<file path="src/rtl/ex_result_fifo.sv">
// First-word-fall-through result FIFO between EX and the next stage.
// Registered storage, flush with drop accounting, sticky overflow flag.
module ex_result_fifo #(
   parameter int DATA_W = 32,
   parameter int CTRL_W = 16,
   parameter int DEPTH  = 4,
   parameter int CNT_W  = 16
) (
   input  logic                     clk,
   input  logic                     rst,
   input  logic                     in_valid,
   output logic                     in_ready,
   input  logic [CTRL_W-1:0]        in_ctrl,
   input  logic [DATA_W-1:0]        in_alu_data,
   input  logic [DATA_W-1:0]        in_memory_data,
   input  logic [DATA_W-1:0]        in_pc,
   input  logic                     in_overflow_flag,
   input  logic                     in_zero_flag,
   input  logic                     in_compflg,
   input  logic                     flush,
   output logic                     out_valid,
   input  logic                     out_ready,
   output logic [CTRL_W-1:0]        out_ctrl,
   output logic [DATA_W-1:0]        out_alu_data,
   output logic [DATA_W-1:0]        out_memory_data,
   output logic [DATA_W-1:0]        out_pc,
   output logic                     out_overflow_flag,
   output logic                     out_zero_flag,
   output logic                     out_compflg,
   output logic [$clog2(DEPTH):0]   count,
   output logic                     overflow_err,
   output logic [CNT_W-1:0]         drop_cnt
);
   localparam int PTR_W = $clog2(DEPTH);
   localparam int ENT_W = CTRL_W + 3*DATA_W + 3;

   logic [ENT_W-1:0] mem_q [DEPTH];
   logic [PTR_W-1:0] wr_ptr_q, wr_ptr_d;
   logic [PTR_W-1:0] rd_ptr_q, rd_ptr_d;
   logic [PTR_W:0]   count_q, count_d;
   logic             ovf_q, ovf_d;
   logic [CNT_W-1:0] drop_q, drop_d;
   logic             push, pop;
   logic [ENT_W-1:0] in_ent, head;

   function automatic logic [CNT_W-1:0] sat_add(input logic [CNT_W-1:0] a,
                                                 input logic [PTR_W:0]   b);
      logic [CNT_W:0] s;
      s = {1'b0, a} + (CNT_W+1)'(b);
      return s[CNT_W] ? {CNT_W{1'b1}} : s[CNT_W-1:0];
   endfunction

   assign in_ready  = (count_q != (PTR_W+1)'(DEPTH));
   assign out_valid = (count_q != '0);
   assign push      = in_valid & in_ready;
   assign pop       = out_valid & out_ready;
   assign in_ent    = {in_ctrl, in_alu_data, in_memory_data, in_pc,
                       in_overflow_flag, in_zero_flag, in_compflg};

   always_comb begin
      wr_ptr_d = wr_ptr_q;
      rd_ptr_d = rd_ptr_q;
      count_d  = count_q;
      drop_d   = drop_q;
      ovf_d    = ovf_q | (in_valid & ~in_ready & ~flush);
      // Flush wins over any handshake on the same edge.
      if (flush) begin
         wr_ptr_d = '0;
         rd_ptr_d = '0;
         count_d  = '0;
         drop_d   = sat_add(drop_q, count_q);
      end else begin
         if (push) wr_ptr_d = wr_ptr_q + PTR_W'(1);
         if (pop)  rd_ptr_d = rd_ptr_q + PTR_W'(1);
         case ({push, pop})
            2'b10:   count_d = count_q + (PTR_W+1)'(1);
            2'b01:   count_d = count_q - (PTR_W+1)'(1);
            default: count_d = count_q;
         endcase
      end
   end

   always_ff @(posedge clk) begin
      if (rst) begin
         wr_ptr_q <= '0;
         rd_ptr_q <= '0;
         count_q  <= '0;
         ovf_q    <= 1'b0;
         drop_q   <= '0;
      end else begin
         wr_ptr_q <= wr_ptr_d;
         rd_ptr_q <= rd_ptr_d;
         count_q  <= count_d;
         ovf_q    <= ovf_d;
         drop_q   <= drop_d;
      end
   end

   // Storage is never reset; the pointers alone define which entries are live.
   always_ff @(posedge clk) begin
      if (push && !flush) mem_q[wr_ptr_q] <= in_ent;
   end

   assign head = out_valid ? mem_q[rd_ptr_q] : '0;
   assign {out_ctrl, out_alu_data, out_memory_data, out_pc,
           out_overflow_flag, out_zero_flag, out_compflg} = head;

   assign count        = count_q;
   assign overflow_err = ovf_q;
   assign drop_cnt     = drop_q;
endmodule

</file>
<file path="config.mk">
export PLATFORM = sky130hd
export DESIGN_NAME = ex_result_fifo
export DESIGN_NICKNAME = d
export VERILOG_FILES = /design/src/rtl/ex_result_fifo.sv
export SDC_FILE = /design/constraint.sdc
export NUM_CORES = 1
export LEC_CHECK = 0
export ABC_AREA = 1
export CAP_MARGIN = 20
export CORE_ASPECT_RATIO = 0.8
export CORE_MARGIN = 2
export CORE_UTILIZATION = 45
export CTS_CLUSTER_DIAMETER = 200
export DETAILED_ROUTE_END_ITERATION = 10
export GPL_ROUTABILITY_DRIVEN = 0
export GPL_TIMING_DRIVEN = 0
export PLACE_DENSITY = 0.78
export SLEW_MARGIN = 20
export SYNTH_ARGS = -nofsm -noshare
export SYNTH_HDL_FRONTEND = slang
export SYNTH_SLANG_ARGS = --single-unit
</file>
<file path="constraint.sdc">
create_clock -name clk -period 15.55 [get_ports clk]
set_input_delay 4.665 -clock clk [delete_from_list [all_inputs] [get_ports clk]]
set_output_delay 4.665 -clock clk [all_outputs]
set_load 0.01 [all_outputs]
</file>
==> impl_metrics.json <==
{
  "viasPerCell": 5.34,
  "cts_made_buffers": 49,
  "ctsHtreeMaxLevel": 2,
  "max_freq_mhz": 129,
  "hp-class": "flip-flop to flip-flop",
  "dieArea_sq_um": 44300,
  "syn_nets": 1680,
  "core_sq_um": 41900,
  "clkTransAtPathRegs_ns": 0.06,
  "cp_max_fo": 10,
  "yosysUniqueCellTypes": 35,
  "fin_crit_ns": 7.78,
  "p_per_area_nw_per_um2": 113,
  "place_inst": 2379,
  "finalClockSkew_ns": 0.00824,
  "drc": 0,
  "antenna_found_initial": 6,
  "dr_total_vias": 13210,
  "yosys_register_bits": 486,
  "synth_top_area_frac": 0.721,
  "area_growth_syn_to_layout_pct": 27.8,
  "cts_setup_buffers": 0,
  "drtIter0Drc": 1456,
  "grt_usage": 0.216,
  "dieHeight_um": 189,
  "cts_hold_buffers": 0,
  "post-route-util": 0.584,
  "synth_edf_count": 460,
  "tritoncts": "built",
  "grt_max_degree": 25,
  "yosysTopAreaCell": "edfxtp_1",
  "avgRoutedWirePerCell_um": 20.0,
  "drt_first_pass_iters": 5,
  "grt_pass1_vias": 12976,
  "final_nets": 2008,
  "synth_common_cells": "476 x nor2_1, 460 x edfxtp_1, 238 x o21ai_0",
  "hold_viol": 0,
  "clk_latency_ns": 0.56,
  "dieWidth_um": 235,
  "netlist_area_sq_um": 19200,
  "status": "complete, no violations",
  "port_buffers": 255,
  "cp.arrival_ns": 3.11,
  "synthCells": 1550,
  "yosysSeqAreaShare": 0.748,
  "cellLeakagePower_nw": 8.43,
  "end_kind": "primary output",
  "start_kind": "flip-flop",
  "avgSynthCellArea_sq_um": 12.4,
  "netlist_top_cells_area": "edfxtp_1 72%, nor2_1 9.3%, o21ai_0 6.2%, a21oi_1 3.3%, dfxtp_1 2.7%",
  "synthArstFlopShare": 0,
  "wl_um": 49300,
  "final_cell_count_no_fill": 2473,
  "ant_nets": 0,
  "cts_sinks": 486,
  "grt_first_pass_wirelength_um": 74300,
  "tightest_slew_ns": 0.752,
  "cts_resized": 0,
  "tns_ns": 0,
  "worstPathRequired_ns": 10.89,
  "min_period_over_period": 0.500,
  "ys_warn_count": 0,
  "io_pins": 257,
  "initial_core_util": 0.457,
  "rsz0062_at_grt": "false",
  "synthFlopType": "edfxtp_1",
  "drive_gt1_frac": 0.0855,
  "rows": 67,
  "grt_remaining_overflow": 0,
  "critPathKind": "flip-flop to primary output",
  "maxCapViolations": 0,
  "root_buffer": "clkbuf_16",
  "setup_violations": 0,
  "yosysMostFrequentCell": "nor2_1",
  "max_slew_margin": 0.497,
  "clock_path_buffers": 3,
  "final-max-slew-violation-count": 0,
  "dpl.hpwl_um": 31400,
  "vdd_ir_drop_max_mv": 0.107
}
[logic make-up (layout without fill, tap and decap cells)]
logic type / after synthesis / in the layout / synth area share
simple gates: 551 / 551 / 0.114
flops: 486 / 486 / 0.748
compound gates: 373 / 373 / 0.0985
buf+inv: 125 / 493 / 0.0295
fa+ha+maj: 10 / 10 / 0.00731
xor+xnor: 5 / 5 / 0.00229
other cells: 0 / 3 / 0
[cell usage in the layout, fill, tap and decap left out, types with 4 or more instances in the layout]
| cell type | Yosys | final |
|---|---|---|
| clkinv_1 | 1 | 6 |
| clkbuf_1 | 38 | 52 |
| clkinv_2 | 0 | 7 |
| clkinvlp_4 | 0 | 4 |
| buf_16 | 0 | 10 |
| nand4_1 | 4 | 4 |
| nor2_1 | 476 | 472 |
| inv_1 | 30 | 30 |
| nand3_1 | 10 | 10 |
| buf_4 | 11 | 11 |
| edfxtp_1 | 460 | 460 |
| inv_2 | 4 | 4 |
| clkbuf_16 | 0 | 51 |
| xor2_1 | 4 | 4 |
| buf_12 | 0 | 12 |
| nand2_1 | 46 | 46 |
| a21oi_1 | 126 | 126 |
| o21ai_0 | 238 | 238 |
| a21oi_2 | 4 | 4 |
| nand3b_1 | 4 | 4 |
| clkinv_4 | 0 | 4 |
| buf_2 | 35 | 35 |
| dfxtp_1 | 26 | 26 |
| clkdlybuf4s50_1 | 0 | 255 |
| ha_1 | 8 | 8 |
| nor2_4 | 0 | 4 |
[per-stage QoR]
step / total power [W] / cell area [sq um] / setup slack (ns) / hold slack, ns
floorplan: 0.00156 / 19200 / 5.20 / 0.436
global placement: 0.00167 / 22400 / 0.597 / 0.449
detailed placement: 0.00168 / 22900 / 8.26 / 0.453
CTS: 0.00279 / 24500 / 7.79 / 0.462
global route: 0.00285 / 24500 / 7.62 / 0.504
finish: 0.00277 / 24500 / 7.77 / 0.461
[metal layers]
layer	GRT usage	routed length, um
met5	0	44
met2	0.350	23500
met1	0.296	20400
met4	0.0640	934
met3	0.0470	4510
[critical path: stages (launching register included)]
cell	delay (ns)
dfxtp_1	0.29
buf_2	0.15
inv_2	0.08
buf_2	0.41
clkbuf_1	0.47
o21ai_0	0.20
a21oi_1	0.33
clkdlybuf4s50_1	0.61
[area by class of cell]
class,count,area [sq um]
Inverter,35,131
Fill cell,3254,17400
Clock buffer,68,1370
Timing Repair Buffer,277,3070
Buffer,90,433
Sequential cell,486,14300
Clock inverter,23,166
Multi-Input combinational cell,939,4290
Tap cell,552,691
Antenna cell,3,7.51
[flip-flops by register name (all words and copies together) (netlist names), named ones only]
register      flops
wr_ptr_q          2
rd_ptr_q          2
count             3
drop_cnt         16
overflow_err      1
mem_q           460
[worst paths after layout]
path | cells after the start | startpoint | slack [ns] | to
worst max-delay path | 7 | flip-flop | 7.77 | out_memory_data[12]
worst min-delay path | 2 | rd_ptr_q[1]$_SDFFE_PP0P_ | 0.46 | rd_ptr_q[1]$_SDFFE_PP0P_
worst max register to register | 7 | count[1]$_SDFFE_PP0P_ | 12.76 | mem_q[1][65]$_DFFE_PP_
worst min register to register | 2 | rd_ptr_q[1]$_SDFFE_PP0P_ | 0.46 | rd_ptr_q[1]$_SDFFE_PP0P_
[power breakdown]
group          switching, W  internal (W)  leakage [nW]  total, W
Clock              0.000481      0.000636         0.742   0.00112
Sequential       0.00000609       0.00146          4.39   0.00146
Combinational      0.000105     0.0000843          3.30  0.000189
Total              0.000592       0.00218          8.43   0.00277
Note: power is estimated with default switching activity, not from simulation.
